**config.mk**
```make
export PLATFORM = sky130hd
export DESIGN_NAME = udp_word_packer_flat
export DESIGN_NICKNAME = d
export VERILOG_FILES = /design/src/rtl/udp_word_packer_pkg.sv /design/src/rtl/udp_word_packer_if.sv /design/src/rtl/udp_word_packer.sv /design/src/flat_wrapper.sv
export SDC_FILE = /design/constraint.sdc
export NUM_CORES = 1
export LEC_CHECK = 0
export CELL_PAD_IN_SITES_DETAIL_PLACEMENT = 1
export CELL_PAD_IN_SITES_GLOBAL_PLACEMENT = 1
export CORE_MARGIN = 2
export CORE_UTILIZATION = 37
export DETAILED_ROUTE_END_ITERATION = 6
export GPL_TIMING_DRIVEN = 0
export PLACE_DENSITY_LB_ADDON = 0.1
export SYNTH_ARGS = -nofsm -noshare
export SYNTH_HDL_FRONTEND = slang
export SYNTH_SLANG_ARGS = --single-unit
```
**constraint.sdc**
```tcl
create_clock -name clock -period 2.6 [get_ports clock]
set_input_delay 0.26 -clock clock [delete_from_list [all_inputs] [get_ports clock]]
set_output_delay 0.26 -clock clock [all_outputs]
set_load 0.005 [all_outputs]
```
**src/rtl/udp_word_packer_pkg.sv**
```systemverilog
// Shared types and constants for the UDP payload word packer.
package udp_word_packer_pkg;

    localparam int unsigned OUT_BYTES_C = 4;
    localparam int unsigned KEEP_W      = OUT_BYTES_C;
    localparam int unsigned WORD_W      = 8 * OUT_BYTES_C;
    localparam int unsigned IDX_W       = 3;

    // Packer FSM encoding
    typedef logic [1:0] state_t;
    localparam state_t ST_IDLE = 2'd0;
    localparam state_t ST_PACK = 2'd1;
    localparam state_t ST_EMIT = 2'd2;

    // Keep mask after placing byte at index i (entry i), MSB-contiguous
    localparam logic [OUT_BYTES_C*KEEP_W-1:0] KEEP_TBL = {4'b1111, 4'b1110, 4'b1100, 4'b1000};

    // Look up the keep mask for a byte index; out-of-range indices mean a full word
    function automatic logic [KEEP_W-1:0] keep_mask(input logic [IDX_W-1:0] idx);
        int unsigned i;
        i = 32'(idx);
        if (i >= OUT_BYTES_C) begin
            return '1;
        end
        return KEEP_TBL[i*KEEP_W +: KEEP_W];
    endfunction

endpackage

```
**src/rtl/udp_word_packer_if.sv**
```systemverilog
// Byte-FIFO read side and word-FIFO write side seen by the packer.
interface udp_word_packer_if;

    logic [7:0]                                    in_dout;
    logic                                          in_sof;
    logic                                          in_eof;
    logic                                          in_empty;
    logic                                          in_rd_en;

    logic [udp_word_packer_pkg::WORD_W-1:0]        out_dout;
    logic [udp_word_packer_pkg::KEEP_W-1:0]        out_keep;
    logic                                          out_sof;
    logic                                          out_eof;
    logic                                          out_wr_en;
    logic                                          out_full;

    // Packer side: pops bytes, pushes words
    modport master (
        input  in_dout, in_sof, in_eof, in_empty,
        output in_rd_en,
        output out_dout, out_keep, out_sof, out_eof, out_wr_en,
        input  out_full
    );

    // FIFO side: supplies bytes, accepts words
    modport slave (
        output in_dout, in_sof, in_eof, in_empty,
        input  in_rd_en,
        input  out_dout, out_keep, out_sof, out_eof, out_wr_en,
        output out_full
    );

endinterface

```
**src/rtl/udp_word_packer.sv**
```systemverilog
// Packs UDP payload bytes big-endian into keep-masked words and keeps packet statistics.
module udp_word_packer
    import udp_word_packer_pkg::*;
#(
    parameter int unsigned OUT_BYTES = OUT_BYTES_C,
    parameter int unsigned CNT_WIDTH = 16
) (
    input  logic                  clock,
    input  logic                  reset,
    udp_word_packer_if.master     bus,
    output logic [CNT_WIDTH-1:0]  pkt_count,
    output logic [CNT_WIDTH-1:0]  err_count,
    output logic [CNT_WIDTH-1:0]  last_len
);

    localparam int unsigned WW = 8 * OUT_BYTES;

    state_t                state_q,    state_d;
    logic [WW-1:0]         word_q,     word_d;
    logic [KEEP_W-1:0]     keep_q,     keep_d;
    logic [IDX_W-1:0]      idx_q,      idx_d;
    logic [CNT_WIDTH-1:0]  len_q,      len_d;
    logic [CNT_WIDTH-1:0]  pkt_q,      pkt_d;
    logic [CNT_WIDTH-1:0]  err_q,      err_d;
    logic [CNT_WIDTH-1:0]  last_len_q, last_len_d;
    logic                  first_q,    first_d;
    logic                  eof_q,      eof_d;
    logic                  trunc_q,    trunc_d;
    logic                  orphan_q,   orphan_d;
    logic                  rd_en_c;
    logic                  wr_en_c;

    // Next-state, datapath and strobe decode
    always_comb begin
        state_d    = state_q;
        word_d     = word_q;
        keep_d     = keep_q;
        idx_d      = idx_q;
        len_d      = len_q;
        pkt_d      = pkt_q;
        err_d      = err_q;
        last_len_d = last_len_q;
        first_d    = first_q;
        eof_d      = eof_q;
        trunc_d    = trunc_q;
        orphan_d   = orphan_q;
        rd_en_c    = 1'b0;
        wr_en_c    = 1'b0;

        case (state_q)
            ST_IDLE: begin
                if (!bus.in_empty) begin
                    rd_en_c = 1'b1;
                    if (bus.in_sof) begin
                        word_d           = '0;
                        word_d[WW-1 -: 8] = bus.in_dout;
                        keep_d           = keep_mask(IDX_W'(0));
                        idx_d            = IDX_W'(1);
                        len_d            = CNT_WIDTH'(1);
                        first_d          = 1'b1;
                        eof_d            = bus.in_eof;
                        trunc_d          = 1'b0;
                        orphan_d         = 1'b0;
                        state_d          = bus.in_eof ? ST_EMIT : ST_PACK;
                    end else begin
                        // Only the first byte of an orphan run is counted
                        if (!orphan_q && !(&err_q)) begin
                            err_d = err_q + CNT_WIDTH'(1);
                        end
                        orphan_d = 1'b1;
                    end
                end
            end

            ST_PACK: begin
                if (!bus.in_empty) begin
                    if (bus.in_sof) begin
                        // Next packet started early: close this one without popping
                        eof_d   = 1'b1;
                        trunc_d = 1'b1;
                        state_d = ST_EMIT;
                    end else begin
                        rd_en_c = 1'b1;
                        for (int unsigned b = 0; b < OUT_BYTES; b++) begin
                            if (idx_q == IDX_W'(b)) begin
                                word_d[(OUT_BYTES-1-b)*8 +: 8] = bus.in_dout;
                            end
                        end
                        keep_d = keep_mask(idx_q);
                        idx_d  = idx_q + IDX_W'(1);
                        if (!(&len_q)) begin
                            len_d = len_q + CNT_WIDTH'(1);
                        end
                        eof_d = bus.in_eof;
                        if (bus.in_eof || (idx_q == IDX_W'(OUT_BYTES-1))) begin
                            state_d = ST_EMIT;
                        end
                    end
                end
            end

            ST_EMIT: begin
                if (!bus.out_full) begin
                    wr_en_c = 1'b1;
                    word_d  = '0;
                    keep_d  = '0;
                    idx_d   = '0;
                    first_d = 1'b0;
                    if (eof_q) begin
                        pkt_d      = pkt_q + CNT_WIDTH'(1);
                        last_len_d = len_q;
                        if (trunc_q && !(&err_q)) begin
                            err_d = err_q + CNT_WIDTH'(1);
                        end
                        eof_d   = 1'b0;
                        trunc_d = 1'b0;
                        state_d = ST_IDLE;
                    end else begin
                        state_d = ST_PACK;
                    end
                end
            end

            default: begin
                state_d = ST_IDLE;
            end
        endcase
    end

    // State and datapath registers with synchronous active-low reset
    always_ff @(posedge clock) begin
        if (!reset) begin
            state_q    <= ST_IDLE;
            word_q     <= '0;
            keep_q     <= '0;
            idx_q      <= '0;
            len_q      <= '0;
            pkt_q      <= '0;
            err_q      <= '0;
            last_len_q <= '0;
            first_q    <= 1'b0;
            eof_q      <= 1'b0;
            trunc_q    <= 1'b0;
            orphan_q   <= 1'b0;
        end else begin
            state_q    <= state_d;
            word_q     <= word_d;
            keep_q     <= keep_d;
            idx_q      <= idx_d;
            len_q      <= len_d;
            pkt_q      <= pkt_d;
            err_q      <= err_d;
            last_len_q <= last_len_d;
            first_q    <= first_d;
            eof_q      <= eof_d;
            trunc_q    <= trunc_d;
            orphan_q   <= orphan_d;
        end
    end

    // FIFO strobes are suppressed while reset is held
    assign bus.in_rd_en  = rd_en_c & reset;
    assign bus.out_wr_en = wr_en_c & reset;
    assign bus.out_dout  = word_q;
    assign bus.out_keep  = keep_q;
    assign bus.out_sof   = first_q;
    assign bus.out_eof   = eof_q;

    assign pkt_count = pkt_q;
    assign err_count = err_q;
    assign last_len  = last_len_q;

endmodule

```
**src/flat_wrapper.sv**
```systemverilog
// flat-port wrapper written by rule: the top's interface ports become plain ports
module udp_word_packer_flat import udp_word_packer_pkg::*;
#(
    parameter int unsigned OUT_BYTES = OUT_BYTES_C,
    parameter int unsigned CNT_WIDTH = 16
)
  (clock, reset, pkt_count, err_count, last_len, bus_in_dout, bus_in_sof, bus_in_eof, bus_in_empty, bus_in_rd_en, bus_out_dout, bus_out_keep, bus_out_sof, bus_out_eof, bus_out_wr_en, bus_out_full);
  udp_word_packer_if bus_i ();
  input  logic clock;
  input  logic reset;
  output logic [CNT_WIDTH-1:0] pkt_count;
  output logic [CNT_WIDTH-1:0] err_count;
  output logic [CNT_WIDTH-1:0] last_len;
  input wire logic [$bits(bus_i.in_dout)-1:0] bus_in_dout;
  input wire logic [$bits(bus_i.in_sof)-1:0] bus_in_sof;
  input wire logic [$bits(bus_i.in_eof)-1:0] bus_in_eof;
  input wire logic [$bits(bus_i.in_empty)-1:0] bus_in_empty;
  output wire logic [$bits(bus_i.in_rd_en)-1:0] bus_in_rd_en;
  output wire logic [$bits(bus_i.out_dout)-1:0] bus_out_dout;
  output wire logic [$bits(bus_i.out_keep)-1:0] bus_out_keep;
  output wire logic [$bits(bus_i.out_sof)-1:0] bus_out_sof;
  output wire logic [$bits(bus_i.out_eof)-1:0] bus_out_eof;
  output wire logic [$bits(bus_i.out_wr_en)-1:0] bus_out_wr_en;
  input wire logic [$bits(bus_i.out_full)-1:0] bus_out_full;
  assign bus_i.in_dout = bus_in_dout;
  assign bus_i.in_sof = bus_in_sof;
  assign bus_i.in_eof = bus_in_eof;
  assign bus_i.in_empty = bus_in_empty;
  assign bus_in_rd_en = bus_i.in_rd_en;
  assign bus_out_dout = bus_i.out_dout;
  assign bus_out_keep = bus_i.out_keep;
  assign bus_out_sof = bus_i.out_sof;
  assign bus_out_eof = bus_i.out_eof;
  assign bus_out_wr_en = bus_i.out_wr_en;
  assign bus_i.out_full = bus_out_full;
  udp_word_packer #(.OUT_BYTES(OUT_BYTES), .CNT_WIDTH(CNT_WIDTH)) u_core (.clock(clock), .reset(reset), .bus(bus_i), .pkt_count(pkt_count), .err_count(err_count), .last_len(last_len));
endmodule
```
==> results of run 1 <==
[state kept, by name, indices dropped and copies added, names as in the netlist, 2 cells and up]
signal	count
u_core.state_q	2
u_core.idx_q	3
u_core.err_count	16
u_core.pkt_count	16
u_core.bus.out_dout	32
u_core.bus.out_keep	4
u_core.len_q	16
u_core.last_len	16
[final cells by class]
class | count | area (um2) | area share (%)
multi-input combinational | 468 | 2630 | 39.8
sequential | 109 | 2180 | 33.1
timing repair buffer | 104 | 1030 | 15.6
clock buffer | 10 | 229 | 3.47
tap | 176 | 220 | 3.34
buffer | 32 | 144 | 2.18
clock inverter | 6 | 111 | 1.69
inverter | 14 | 52.6 | 0.797
[routing by layer]
metal | routed length, um | vias up | track usage, %
met3 | 515 | 21 | 3.28
met4 | 245 | 0 | 7.57
met5 | 0 | - | 0
li1 | - | 2443 | -
met1 | 7020 | 2462 | 28.4
met2 | 7660 | 87 | 38.1
[how the worst min path moves through the flow]
| stage | start | endpoint | slack [ns] |
|---|---|---|---|
| after floorplan | bus_in_dout[0] | u_core.bus.out_dout[24] | 0.40 |
| after global placement | u_core.last_len[6] | u_core.last_len[6] | 0.44 |
| after detailed placement | u_core.bus.out_keep[1] | u_core.bus.out_keep[1] | 0.45 |
| after CTS | reset | u_core.len_q[10] | 0.42 |
| after global routing | reset | u_core.len_q[10] | 0.45 |
| final | reset | u_core.err_count[5] | 0.40 |
[cell families (layout without fill, tap and decap cells)]
kind of cell | after synthesis | count (layout)
buffers and inverters | 47 | 166
AOI/OAI and AO/OA | 147 | 147
and+or+nand+nor | 291 | 291
adders and majority gates | 13 | 13
xor gates and xnor gates | 16 | 16
DFF | 109 | 109
muxes | 1 | 1
[through the flow]
step | setup slack [ns] | hold WS, ns
floorplan | 0.384 | 0.400
global placement | -0.0419 | 0.442
detailed placement | -0.117 | 0.451
CTS | -0.0180 | 0.421
global route | 0.00786 | 0.451
finish | 0.147 | 0.404
[cell usage in the layout, fill, tap and decap left out, types with 7 or more instances in the layout]
master,netlist,layout
nand2_1,109,109
dfxtp_1,109,109
clkdlybuf4s50_1,0,100
a21oi_1,72,70
nand3_1,62,62
nor2_1,36,35
o21ai_0,32,32
clkbuf_1,26,24
nand4_1,18,18
inv_1,13,13
ha_1,13,13
nor3_1,10,10
xor2_1,10,10
clkbuf_16,0,9
or3_1,8,8
nor2b_1,7,7
[tightest hold or removal path: stages]
cell	delay, ns
clkbuf_1	0.24
nand2b_1	0.15
mux2i_1	0.06
[where the power goes]
| part | total [mW] | switching [mW] | internal, mW |
|---|---|---|---|
| clock network | 1.59 | 0.648 | 0.943 |
| logic | 1.67 | 1.06 | 0.618 |
| registers | 1.93 | 0.121 | 1.81 |
| total | 5.20 | 1.82 | 3.37 |
[what timing repair did]
action                     4_1_cts  5_1_grt
setup buffers                    2        2
cloned                           0        0
pin swaps                        1        0
setup endpoints to repair       21       67
resized for setup                5       10
==> results_dict.tcl, run 1 <==
set metrics [dict create \
    status "finished clean" \
    drcViolationCount 0 \
    insertion_delay_ns 0.36 \
    die-area_um2 14300 \
    port_buffers 100 \
    crit_cells 7 \
    hold_viol 0 \
    final_cell_count_no_fill 919 \
    clkSlewWorstSetupHoldPaths_ns 0.07 \
    critPathLaunchType "flip-flop" \
    synth_compound_area_share_pct 17.5 \
    path_delay_family "buffers and inverters" \
    reg2reg_depth 8 \
    synth.area.mux_share_pct 0.202 \
    vias 5013 \
    detail_route.first_pass.iterations 4 \
    hpwl_um 11400 \
    synth_top_family_by_area "simple AND/OR/NAND/NOR gates" \
    synth_xor_area_share_pct 2.83 \
    worst_path_largest_cell_delay_ns 0.53 \
    cts_tree "built" \
    r2r-end "u_core.len_q[12]" \
    overflow 0 \
    fp.dieW_um 120 \
    dpl-instance-area_um2 6180 \
    ff2ff_setup_slack_ns 0.22 \
    worst-path-max-fanout 10 \
    synth_fa_ha_area_share_pct 3.28 \
    hold_path_depth 3 \
    cts_buffer_depth 2 \
    final_util_pct 50.0 \
    start_util_pct 37.6 \
    io_pins 102 \
    ys.warnings.count 0 \
    fin_skew_ns 0.00856 \
    rsz0062_at_grt "no" \
    num-fill-cells 1603 \
    cts_root_buf "clkbuf_16" \
    setup-tns-final_ns 0 \
    slew_headroom_pct 41.2 \
    nets 765 \
    cp_slowest_cell "clkdlybuf4s50_1" \
    grt_usage_pct 22.2 \
    htree_num_levels 3 \
    ys.flop_type "dfxtp_1" \
    drt-initial-drc-count 293 \
    routedWlPerCell_um 16.8 \
    p_leak_nw 2.18 \
    ant_nets 0 \
    diodes 0 \
    tightest_slew_ns 0.870 \
    cts_sinks 109 \
    core-area_um2 13200 \
    cp_cell_sequence "inv_1, ha_1, buf_2, buf_4, a21oi_1, nor3_1, clkdlybuf4s50_1" \
    num_rows 42 \
    setup_viol 0 \
    synth_top_area_share_pct 44.0 \
    async_flop_share_pct 0 \
    syn_area_um2 4960 \
    synth-simple-area-share_pct 28.2 \
    gp_congestion 0.859 \
    reg2reg_from "u_core.state_q[0]" \
    period_share_pct 94.3 \
    netlist_top_cells_count "109 x dfxtp_1, 109 x nand2_1, 72 x a21oi_1" \
    crit_path_end "bus_in_rd_en" \
    synth_cells 624 \
    netlist.top_cell.by_area "dfxtp_1" \
    crit_start "u_core.state_q[1]" \
    crit_buf_inv 4 \
    die_h_um 120 \
    crit_required_ns 2.34 \
    ys_ff_latch 109 \
    syn-num-nets 651 \
    drv_slew 0 \
    antenna_found_initial 0 \
    grt_max_degree 18 \
    synth_area_per_cell_um2 7.95 \
    cts-buffers-inserted 9 \
    synth-edff-count 0 \
    synth.area.top_cells "dfxtp_1 44%, nand2_1 8.3%, a21oi_1 7.3%" \
    cap_viol_max_count 0 \
    critPathArrivalTime_ns 2.19 \
    criticalPathCategory "flip-flop to output port" \
    routed_wl_um 15400 \
    cp-end-kind "output port" \
    hp-class "input port to flip-flop" \
    fmax_mhz 408 \
    area_growth_pct 33.0 \
    place_inst 900 \
    drive_gt1_share_pct 5.25 \
    p_total_mw 5.20 \
    period_needed_ns 2.45 \
    cts_hold_buf 0 \
    grt_pass1_vias 5172 \
    grt_pass1_wl_um 25700 \
    fin_area_um2 6600 \
    post_drt_via_cell_ratio 5.45 \
    peakVddDrop_mv 0.363 \
    synth_cell_types 54 \
    synth_seq_area_share_pct 44.0 \
    p_per_area_nw_per_um2 788 \
]
Note: power is estimated with default switching activity, not from simulation.
==> inputs of run 2 (changes only) <==
- ABC_AREA: default -> 1
- SETUP_SLACK_MARGIN: default -> 0.05
==> results_dict.tcl, run 2 <==
set metrics [dict create \
    status "finished clean" \
    fin_skew_ns 0.00468 \
    io_pins 102 \
    area_growth_pct 29.3 \
    hp-class "input port to flip-flop" \
    setup-tns-final_ns 0 \
    slew_headroom_pct 51.0 \
    antenna_found_initial 0 \
    dpl-instance-area_um2 6590 \
    holdWs_ns 0.352 \
    clkSlewWorstSetupHoldPaths_ns 0.08 \
    grt_pass1_vias 5740 \
    hpwl_um 13100 \
    largest_reg_flops 32 \
    die-area_um2 15500 \
    diodes 0 \
    criticalPathCategory "flip-flop to output port" \
    synth_area_per_cell_um2 7.10 \
    crit_required_ns 2.34 \
    hold_start "reset" \
    period_share_pct 90.6 \
    die_h_um 124 \
    nets 893 \
    detail_route.first_pass.iterations 4 \
    p_per_area_nw_per_um2 1030 \
    gp_congestion 0.884 \
    synth_cell_types 43 \
    ant_nets 0 \
    cap_viol_max_count 0 \
    core-area_um2 14000 \
    synth.area.top_cells "dfxtp_1 41%, nand2_1 11%, a21oi_1 7.8%" \
    cts_root_buf "clkbuf_16" \
    cts_resized 5 \
    vias 5500 \
    routedWlPerCell_um 16.8 \
    grt_usage_pct 22.9 \
    insertion_delay_ns 0.36 \
    critPathLaunchType "flip-flop" \
    ys.warnings.count 0 \
    cts_setup_buffers 0 \
    overflow 0 \
    post_drt_via_cell_ratio 5.23 \
    ys.flop_type "dfxtp_1" \
    cts_tree "built" \
    critPathArrivalTime_ns 2.10 \
    dpl_worst_slack_ns 0.0783 \
    cts_buffer_depth 2 \
    synth_cells 755 \
    synth_most_common_cell "nand2_1" \
    synth-edff-count 0 \
    ys_ff_latch 109 \
    reg2reg_from "u_core.state_q[0]" \
    grt_pass1_wl_um 29200 \
    port_buffers 100 \
    synth_seq_area_share_pct 40.7 \
    cp-end-kind "output port" \
    htree_num_levels 3 \
    netlist_top_cells_count "157 x nand2_1, 109 x dfxtp_1, 92 x nor2_1" \
    period_needed_ns 2.36 \
    worst-path-max-fanout 10 \
    fp.dieW_um 124 \
    grt_max_degree 20 \
    async_flop_share_pct 0 \
    syn-num-nets 782 \
    routed_wl_um 17600 \
    hold_viol 0 \
    setup_viol 0 \
    cts_hold_buf 0 \
    drive_gt1_share_pct 7.23 \
    netlist.top_cell.by_area "dfxtp_1" \
    tightest_slew_ns 0.734 \
    cts-buffers-inserted 9 \
    syn_area_um2 5360 \
    p_leak_nw 2.57 \
    drcViolationCount 0 \
    layout_commonest_cell "nand2_1" \
    peakVddDrop_mv 0.411 \
    drt-initial-drc-count 207 \
    start_util_pct 38.3 \
    synth_top_area_share_pct 40.7 \
    mostFrequentLayoutCells "157 x nand2_1, 109 x dfxtp_1, 99 x clkdlybuf4s50_1" \
    fmax_mhz 424 \
    rsz0062_at_grt "no" \
    crit_start "u_core.state_q[1]" \
    cts_sinks 109 \
    drv_slew 0 \
    num_rows 43 \
    setup_ws_ns 0.243 \
    fin_area_um2 6930 \
]
[run 2: metrics by stage]
stage,instances,util (%),power (mW)
2_1_floorplan,755,-,4.24
5_1_grt,1051,49.5,7.62
3_3_place_gp,1035,47.1,5.43
3_5_place_dp,1035,47.1,5.59
6_report,1051,49.5,7.14
4_1_cts,1051,49.5,7.18
[run 2: layer usage]
layer	wire, um	vias up	track usage [%]
met3	515	14	3.82
met4	214	0	7.34
met5	0	-	0
met1	7920	2683	28.2
li1	-	2711	-
met2	8960	92	40.7
[run 2: power breakdown]
part,total (mW),internal (mW),switching (mW)
sequential,2.37,2.08,0.289
combinational,3.22,1.29,1.93
clock,1.55,0.863,0.692
total,7.14,4.23,2.91
[run 2: worst paths after layout]
check | endpoint | slack [ns] | cells past startpoint
max | bus_in_rd_en | 0.24 | 8
min | u_core.last_len[13] | 0.35 | 3
max reg2reg | u_core.err_count[5] | 0.40 | 12
min reg2reg | u_core.last_len[8] | 0.47 | 2
[run 2: cell type report]
| class | count | area, um2 |
|---|---|---|
| Fill cell | 1804 | 7060 |
| Multi-Input combinational cell | 538 | 2730 |
| Sequential cell | 109 | 2180 |
| Timing Repair Buffer | 100 | 1000 |
| Inverter | 76 | 285 |
| Clock buffer | 9 | 225 |
| Tap cell | 180 | 225 |
| Buffer | 32 | 175 |
| Clock inverter | 7 | 108 |
[run 2: cell families after synthesis]
group | after synthesis | synth area share (%)
flip-flops | 109 | 40.7
AO/OA/AOI/OAI | 157 | 15.8
buffers and inverters | 108 | 8.48
XOR/XNOR | 7 | 1.14
AND/OR/NAND/NOR | 361 | 30.8
adder cells (fa/ha/maj) | 13 | 3.04
[run 2: critical path: stages (launching register included)]
cell and delay, ns:
dfxtp_1 0.34, inv_1 0.11, ha_2 0.23, buf_6 0.17
inv_2 0.12, nor2_1 0.16, inv_1 0.09, a211oi_2 0.24
dlygate4sd2_1 0.27
==> inputs of run 3 (changes only) <==
- SLEW_MARGIN: default -> 20
==> results of run 3 <==
The final DEF is identical to that of run 2; final timing and power are the same.
